--- src/rtl/slurmboy_pkg.sv ---
// Shared definitions for the GPI AXI4-lite controller: register offsets
// (address bits [3:2]) and the write/read channel FSM state encodings.
package slurmboy_pkg;

  localparam logic [1:0] GPI_REG_STATE   = 2'd0;
  localparam logic [1:0] GPI_REG_PRESS   = 2'd1;
  localparam logic [1:0] GPI_REG_RELEASE = 2'd2;
  localparam logic [1:0] GPI_REG_IRQ_EN  = 2'd3;

  typedef enum logic {
    W_IDLE = 1'b0,
    W_RESP = 1'b1
  } wr_state_e;

  typedef enum logic {
    R_IDLE = 1'b0,
    R_DATA = 1'b1
  } rd_state_e;

endpackage

--- src/rtl/gpi_debounce.sv ---
// One button: polarity stage, 2-flop synchroniser, stability counter and
// debounced level. press_o/release_o pulse for one cycle, combinationally,
// on the cycle whose edge updates the debounced level.
module gpi_debounce #(
  parameter int DEBOUNCE_CYCLES = 50000,
  parameter bit ACTIVE_LOW      = 1'b1
) (
  input  logic CLK,
  input  logic RSTb,
  input  logic pin_i,
  output logic level_o,
  output logic press_o,
  output logic release_o
);

  localparam int CW = $clog2(DEBOUNCE_CYCLES);
  localparam logic [CW-1:0] CNT_LAST = CW'(DEBOUNCE_CYCLES - 1);

  logic          pin_pol;
  logic [1:0]    sync_q;
  logic          level_q, level_d;
  logic [CW-1:0] cnt_q, cnt_d;
  logic          settle;

  // Pressed is always 1 internally, whatever the pin polarity.
  assign pin_pol = ACTIVE_LOW ? ~pin_i : pin_i;

  // Two-flop synchroniser for the asynchronous pin.
  always_ff @(posedge CLK or negedge RSTb) begin
    if (!RSTb) sync_q <= 2'b00;
    else       sync_q <= {sync_q[0], pin_pol};
  end

  // The new level has been seen for the full window on this cycle.
  assign settle = (sync_q[1] != level_q) && (cnt_q == CNT_LAST);

  // Count consecutive disagreeing cycles; any agreement restarts the window.
  always_comb begin
    cnt_d   = cnt_q;
    level_d = level_q;
    if (sync_q[1] == level_q) begin
      cnt_d = '0;
    end else if (settle) begin
      level_d = sync_q[1];
      cnt_d   = '0;
    end else begin
      cnt_d = cnt_q + 1'b1;
    end
  end

  // Counter and debounced level registers.
  always_ff @(posedge CLK or negedge RSTb) begin
    if (!RSTb) begin
      cnt_q   <= '0;
      level_q <= 1'b0;
    end else begin
      cnt_q   <= cnt_d;
      level_q <= level_d;
    end
  end

  assign level_o   = level_q;
  assign press_o   = settle & sync_q[1];
  assign release_o = settle & ~sync_q[1];

endmodule

--- src/rtl/gpi_axil_ctrl.sv ---
// AXI4-lite GPI peripheral: debounced button levels, sticky press/release
// events (write-one-to-clear), an interrupt mask and a registered level irq.
module gpi_axil_ctrl
  import slurmboy_pkg::*;
#(
  parameter int NUM_BUTTONS     = 6,
  parameter int DEBOUNCE_CYCLES = 50000,
  parameter bit ACTIVE_LOW      = 1'b1
) (
  input  logic                   CLK,
  input  logic                   RSTb,
  input  logic [NUM_BUTTONS-1:0] gpi,
  input  logic                   s_axi_awvalid,
  output logic                   s_axi_awready,
  input  logic [31:0]            s_axi_awaddr,
  input  logic [2:0]             s_axi_awprot,
  input  logic                   s_axi_wvalid,
  output logic                   s_axi_wready,
  input  logic [31:0]            s_axi_wdata,
  input  logic [3:0]             s_axi_wstrb,
  output logic                   s_axi_bvalid,
  input  logic                   s_axi_bready,
  input  logic                   s_axi_arvalid,
  output logic                   s_axi_arready,
  input  logic [31:0]            s_axi_araddr,
  input  logic [2:0]             s_axi_arprot,
  output logic                   s_axi_rvalid,
  input  logic                   s_axi_rready,
  output logic [31:0]            s_axi_rdata,
  output logic                   irq_out
);

  localparam int NB = NUM_BUTTONS;

  logic [NB-1:0] state_w, press_evt, release_evt;
  logic [NB-1:0] press_q, press_d, release_q, release_d, irq_en_q, irq_en_d;
  logic [NB-1:0] wbits;
  wr_state_e     w_state_q, w_state_d;
  rd_state_e     r_state_q, r_state_d;
  logic          wr_hs, rd_hs, wr_en, irq_q;
  logic [31:0]   rdata_q, rd_word;
  logic          unused_bits;

  genvar gi;
  generate
    for (gi = 0; gi < NB; gi++) begin : g_btn
      gpi_debounce #(
        .DEBOUNCE_CYCLES(DEBOUNCE_CYCLES),
        .ACTIVE_LOW     (ACTIVE_LOW)
      ) u_db (
        .CLK      (CLK),
        .RSTb     (RSTb),
        .pin_i    (gpi[gi]),
        .level_o  (state_w[gi]),
        .press_o  (press_evt[gi]),
        .release_o(release_evt[gi])
      );
    end
  endgenerate

  // Write channel: accept AW and W together only, then hold the response.
  always_comb begin
    w_state_d    = w_state_q;
    wr_hs        = 1'b0;
    s_axi_bvalid = 1'b0;
    case (w_state_q)
      W_IDLE: if (s_axi_awvalid && s_axi_wvalid) begin
        wr_hs     = 1'b1;
        w_state_d = W_RESP;
      end
      W_RESP: begin
        s_axi_bvalid = 1'b1;
        if (s_axi_bready) w_state_d = W_IDLE;
      end
      default: w_state_d = W_IDLE;
    endcase
  end

  assign s_axi_awready = wr_hs;
  assign s_axi_wready  = wr_hs;

  // Read channel: address accepted in idle, data held until taken.
  always_comb begin
    r_state_d     = r_state_q;
    s_axi_arready = 1'b0;
    s_axi_rvalid  = 1'b0;
    rd_hs         = 1'b0;
    case (r_state_q)
      R_IDLE: begin
        s_axi_arready = 1'b1;
        if (s_axi_arvalid) begin
          rd_hs     = 1'b1;
          r_state_d = R_DATA;
        end
      end
      R_DATA: begin
        s_axi_rvalid = 1'b1;
        if (s_axi_rready) r_state_d = R_IDLE;
      end
      default: r_state_d = R_IDLE;
    endcase
  end

  // FSM state registers.
  always_ff @(posedge CLK or negedge RSTb) begin
    if (!RSTb) begin
      w_state_q <= W_IDLE;
      r_state_q <= R_IDLE;
    end else begin
      w_state_q <= w_state_d;
      r_state_q <= r_state_d;
    end
  end

  assign wbits = s_axi_wdata[NB-1:0];
  assign wr_en = wr_hs & s_axi_wstrb[0];

  // Register file next state; a new event overrides a same-cycle clear.
  always_comb begin
    press_d   = press_q | press_evt;
    release_d = release_q | release_evt;
    irq_en_d  = irq_en_q;
    if (wr_en) begin
      case (s_axi_awaddr[3:2])
        GPI_REG_PRESS:   press_d   = (press_q & ~wbits) | press_evt;
        GPI_REG_RELEASE: release_d = (release_q & ~wbits) | release_evt;
        GPI_REG_IRQ_EN:  irq_en_d  = wbits;
        default:         ;
      endcase
    end
  end

  // Read mux over the current (pre-update) register values.
  always_comb begin
    rd_word = '0;
    case (s_axi_araddr[3:2])
      GPI_REG_STATE:   rd_word[NB-1:0] = state_w;
      GPI_REG_PRESS:   rd_word[NB-1:0] = press_q;
      GPI_REG_RELEASE: rd_word[NB-1:0] = release_q;
      GPI_REG_IRQ_EN:  rd_word[NB-1:0] = irq_en_q;
      default:         rd_word = '0;
    endcase
  end

  // Registers, captured read data and the registered interrupt.
  always_ff @(posedge CLK or negedge RSTb) begin
    if (!RSTb) begin
      press_q   <= '0;
      release_q <= '0;
      irq_en_q  <= '0;
      rdata_q   <= '0;
      irq_q     <= 1'b0;
    end else begin
      press_q   <= press_d;
      release_q <= release_d;
      irq_en_q  <= irq_en_d;
      irq_q     <= |(press_q & irq_en_q);
      if (rd_hs) rdata_q <= rd_word;
    end
  end

  assign s_axi_rdata = rdata_q;
  assign irq_out     = irq_q;

  // Address, protection and strobe bits the block does not decode.
  assign unused_bits = ^{s_axi_awaddr[31:4], s_axi_awaddr[1:0],
                         s_axi_araddr[31:4], s_axi_araddr[1:0],
                         s_axi_awprot, s_axi_arprot,
                         s_axi_wstrb[3:1], s_axi_wdata[31:NB]};

endmodule

--- config.mk ---
export PLATFORM = sky130hd
export DESIGN_NAME = gpi_axil_ctrl
export DESIGN_NICKNAME = d
export VERILOG_FILES = /design/src/rtl/slurmboy_pkg.sv /design/src/rtl/gpi_debounce.sv /design/src/rtl/gpi_axil_ctrl.sv
export SDC_FILE = /design/constraint.sdc
export NUM_CORES = 1
export LEC_CHECK = 0
export CORE_MARGIN = 1.5
export CORE_UTILIZATION = 45
export DETAILED_ROUTE_END_ITERATION = 7
export PLACE_DENSITY = 0.72
export SYNTH_ARGS = -nofsm -noshare
export SYNTH_HDL_FRONTEND = slang
export SYNTH_HIERARCHICAL = 1
export SYNTH_SLANG_ARGS = --single-unit
--- constraint.sdc ---
create_clock -name CLK -period 2.5 [get_ports CLK]
set_input_delay 0.375 -clock CLK [delete_from_list [all_inputs] [get_ports CLK]]
set_output_delay 0.375 -clock CLK [all_outputs]
set_load 0.05 [all_outputs]
## Word-level counts from Yosys, hierarchy flattened

Index checks and enable logic that the tools add are counted.

| operators by class | value |
|---|---|
| mux-type cells | 28 |
| equal/unequal tests | 24 |
| shift operators | 0 |
| multiply operators | 0 |
| reductions and logical operators | 16 |
| order comparisons | 0 |
| bitwise gates (word level) | 41 |
| divide/modulo/power cells | 0 |
| add/sub/neg operators | 6 |

Operators with widths:

| operator | number |
|---|---|
| $mux W16 | 12 |
| $add A16 B1 Y16 const B | 6 |
| $eq A16 B16 Y1 const B | 6 |
| $mux W6 | 4 |
| $or A6 B6 Y6 | 4 |
| $pmux W6 S4 | 1 |
| $not A1 Y1 | 20 |
| $and A6 B6 Y6 | 3 |
| $reduce_and A2 Y1 | 7 |
| $and A1 B1 Y1 | 13 |
| $mux W1 | 9 |
| $eq A2 B2 Y1 const B | 4 |
| $logic_and A1 B1 Y1 | 7 |
| $eq A1 B1 Y1 | 6 |
| $ne A1 B1 Y1 | 6 |
| $not A6 Y6 | 1 |
| $reduce_or A6 Y1 | 1 |
| $eq A2 B1 Y1 const B | 2 |
| $pmux W1 S2 | 2 |
| $logic_not A2 Y1 | 1 |

| word-level totals | value |
|---|---|
| RAM bits | 0 |
| bits in read-only memories | 0 |
| register bits after elaboration | 141 |
| memories | 0 |
| output and inout port bits | 38 |
| word-level logic and storage cells | 140 |
| bits of input ports | 119 |
| bits in latches | 0 |

## Logic depth before layout (Yosys ltp)

| logic depth | value |
|---|---|
| depth after elaboration | 6 |
| gate-level depth with buffers | 6 |
| mapped depth without buffers | 5 |

## By module

The synthesis kept the hierarchy.

Modules (own cells, without submodules):

| module | instances | cells an instance | sequential area each (um^2) | area each (um^2) |
|---|---|---|---|---|
| gpi_debounce | 6 | 86 | 475.5 | 958.4 |
| gpi_axil_ctrl | 1 | 114 | 675.6 | 1451.4 |

## Worst setup path before layout

Ideal clock, no wire load.

| timing path | value |
|---|---|
| path type | reg2out |
| from | register w_state_q |
| to | output s_axi_wready |
| data required time | 2.125 ns |
| stages on the path, launching flop included | 3 |
| arrival time | 1.675 ns |
| buffers on the path | 1 |
| path slack | 0.450 ns |
| cell sequence | dfrtp_1 -> nor2_1 -> buf_4 |

| between the ends | value |
|---|---|
| word-level cells in the longest chain between the ends | 1 |

Ends and longest elaborated chain:

| what | RTL line | text |
|---|---|---|
| from (decl) | gpi_axil_ctrl.sv:38 | `wr_state_e w_state_q, w_state_d;` |
| from (signal assigned) | gpi_axil_ctrl.sv:110 | `w_state_q <= w_state_d;` |
| $mux W1 | gpi_axil_ctrl.sv:66 | `case (w_state_q)` |
| to (decl) | gpi_axil_ctrl.sv:18 | `output logic s_axi_wready,` |

No other way between the ends.

## Worst setup path in the final report

| timing path | value |
|---|---|
| from | register r_state_q |
| to | output s_axi_arready |

| between the ends | value |
|---|---|
| word-level cells in the longest chain between the ends | 1 |

Ends and longest elaborated chain:

| what | RTL line | text |
|---|---|---|
| from (decl) | gpi_axil_ctrl.sv:39 | `rd_state_e r_state_q, r_state_d;` |
| from (signal assigned) | gpi_axil_ctrl.sv:111 | `r_state_q <= r_state_d;` |
| $mux W1 | gpi_axil_ctrl.sv:88 | `case (r_state_q)` |
| to (decl) | gpi_axil_ctrl.sv:24 | `output logic s_axi_arready,` |

No other way between the ends.

==> metrics.txt <==
routed len/inst 14.89 µm; Avg Synthesized Cell Area 11.43 µm²; Crit path max-delay family buffers and inverters; die area 0.01677 mm²; status completed; TritonCTS clock tree built; Leak 3.725 nW; RSZ-0062 raised after global routing false; initial antenna violation count 0; largest net degree at the start of global routing 49; total congestion overflow 0; #FFs+latches synth 141; Unique masters post-synth 36; Worst-Skew Late Latency 0.42 ns; Max transition margin 61.74%; Final TNS setup 0 ns; Die Ht 129.5 µm; Slew @ Worst Pin 0.5721 ns; post_cts resized 0; Synth Flop Type dfrtp_1; gate count of the mapped netlist 630; Max-cap violations 0; Post-layout nets 804; post-layout minimum cycle time 2.054 ns; Crit Path Class flip-flop to output port; vias in the first global route 4750; Buf/Inv on CP 2; CTS Buf Count 17; DR DRC count 0; crit end category output port; post-synthesis async set-or-reset flop share 100.0%; critical path required time 2.12 ns; Critical Path Fanout Max 3; Final Hold Vio Count 0; Placed Instance Area 0.007665 mm²; Post-Syn Area 0.007202 mm²; Critical Path Slowest Stage Cell clkdlybuf4s50_1; router iterations before antenna repair 5; final WL 13.52 mm; Hold Path Class flip-flop to flip-flop; Placer Congestion 0.7770; CP arrival 1.68 ns; Sink Count 141; initial detailed-routing violation count 188; Area Growth Syn to Fin 14.91%; CTS H-tree depth 4; Die W 129.5 µm; final instance area 0.008275 mm²; Final Slew Violations 0; CTS clk-pin slew, worst paths 0.06 ns; Initial Utilization 45.67%; core area 0.01577 mm²; port bufs 35; DPL Wire Length 9.110 mm; DR vias 4668; IO Pins 157; Worst path max stage delay 0.81 ns; dpl cells 875; CTS Buffer Depth 2; Peak VDD IR 0.0004687 V; setup violators final 0; sequential fraction of the synthesis area 48.99%; Antenna Violating Nets Remaining 0; YS warnings 6; critical-path cell list inv_1 -> clkdlybuf4s50_1; crit start category flip-flop; fin cells 908; drt via density 5.141; share of layout cells above drive strength 1 17.20%; PD cells 655.3 mW/mm²; # diodes 0; root buf cell clkbuf_16; number of cell rows 46; GRT Util Overall 17.53%; period utilisation layout 82.17%; first-pass GRT wire length 22.74 mm; Peak Freq 0.4868 GHz; skew final 0.004570 ns; Post-synth EDFFs 0
-- cell type report --
type | count | area, µm²
fill | 1380 | 7495
multi-input combinational | 453 | 3376
clock inverter | 12 | 143.9
clock buffer | 20 | 456.7
inverter | 25 | 93.84
timing repair buffer | 41 | 406.6
sequential | 141 | 3528
tap | 216 | 270.3
-- synth_stat cells (20+ instances only) --
| cell type | n | share of area [%] |
|---|---|---|
| nand3_1 | 42 | 2.9 |
| inv_1 | 25 | 1.3 |
| nor2_1 | 109 | 5.7 |
| dfrtp_1 | 141 | 49 |
| nor3_1 | 24 | 1.7 |
| xnor2_1 | 78 | 9.5 |
| buf_4 | 27 | 2.8 |
| nand2_1 | 20 | 1.0 |
-- per-layer routing --
| metal | global-route usage [%] | share of wire (%) | routed length (µm) | up-vias |
|---|---|---|---|---|
| li1 | - | - | - | 2213 |
| met1 | 21.98 | 43 | 5826 | 2331 |
| met2 | 28.94 | 51 | 6847 | 100 |
| met3 | 4.542 | 3.9 | 533 | 24 |
| met4 | 7.386 | 2.3 | 314 | 0 |
| met5 | 0 | 0 | 0 | - |
-- placed cells by master, fill, tap and decap left out, types with 17 or more instances in the layout --
cell             count
nand2_1             20
inv_1               25
xnor2_1             78
clkbuf_16           17
dfrtp_1            141
nor2_1             109
nor3_1              24
nand3_1             42
conb_1              26
clkdlybuf4s50_1     32
-- report_power, final --
part / total [mW] / switching (mW) / internal, mW
Clock: 2.54 / 0.930 / 1.61
Combinational: 0.464 / 0.304 / 0.160
Sequential: 2.42 / 0.0619 / 2.36
Total: 5.42 / 1.30 / 4.13
-- through the flow --
stage	hold slack (ns)	util [%]	setup slack (ns)	total power [mW]
floorplan	0.07941	-	0.4498	2.781
global placement	0.3209	48.60	0.4256	2.905
detailed placement	0.3319	48.60	0.4315	2.923
CTS	0.3491	52.48	0.4283	5.483
global route	0.3502	52.48	0.3724	5.633
finish	0.3455	52.48	0.4456	5.423
-- sequential cells by signal (all words and copies together) (netlist names) --
name and flops:
g_btn.u_db/cnt_q 96, g_btn.u_db/sync_q 12, g_btn.u_db/level_o 6, irq_en_q 6
press_q 6, release_q 6, s_axi_rdata 6, irq_out 1
r_state_q 1, w_state_q 1
-- what timing repair did --
action                    4_1_cts  5_1_grt
hold endpoints to repair       43        0
hold buffers                    1        0
buffers inserted                0        0
-- logic make-up after synthesis --
group,after synthesis,synth area share [%]
flops,141,48.99
xor+xnor,90,10.95
other cells,1,0.05207
compound gates,16,1.633
mux,25,5.142
simple gates,290,26.75
buf+inv,61,5.438
fa+ha+maj,6,1.042
-- path summary, 6_finish.rpt --
| path | startpoint | endpoint | slack (ns) | cells after the start |
|---|---|---|---|---|
| min reg2reg | g_btn[0].u_db/sync_q[0] | g_btn[0].u_db/sync_q[1] | 0.35 | 0 |
| min | g_btn[0].u_db/sync_q[0] | g_btn[0].u_db/sync_q[1] | 0.35 | 0 |
| max in group asynchronous | RSTb | g_btn[1].u_db/cnt_q[14] | 1.35 | 3 |
| min in group asynchronous | RSTb | g_btn[0].u_db/cnt_q[0] | 0.45 | 2 |
| max | r_state_q | s_axi_arready | 0.45 | 2 |
| max reg2reg | g_btn[5].u_db/cnt_q[0] | g_btn[5].u_db/cnt_q[9] | 0.78 | 5 |
Note: power is estimated with default switching activity, not from simulation.
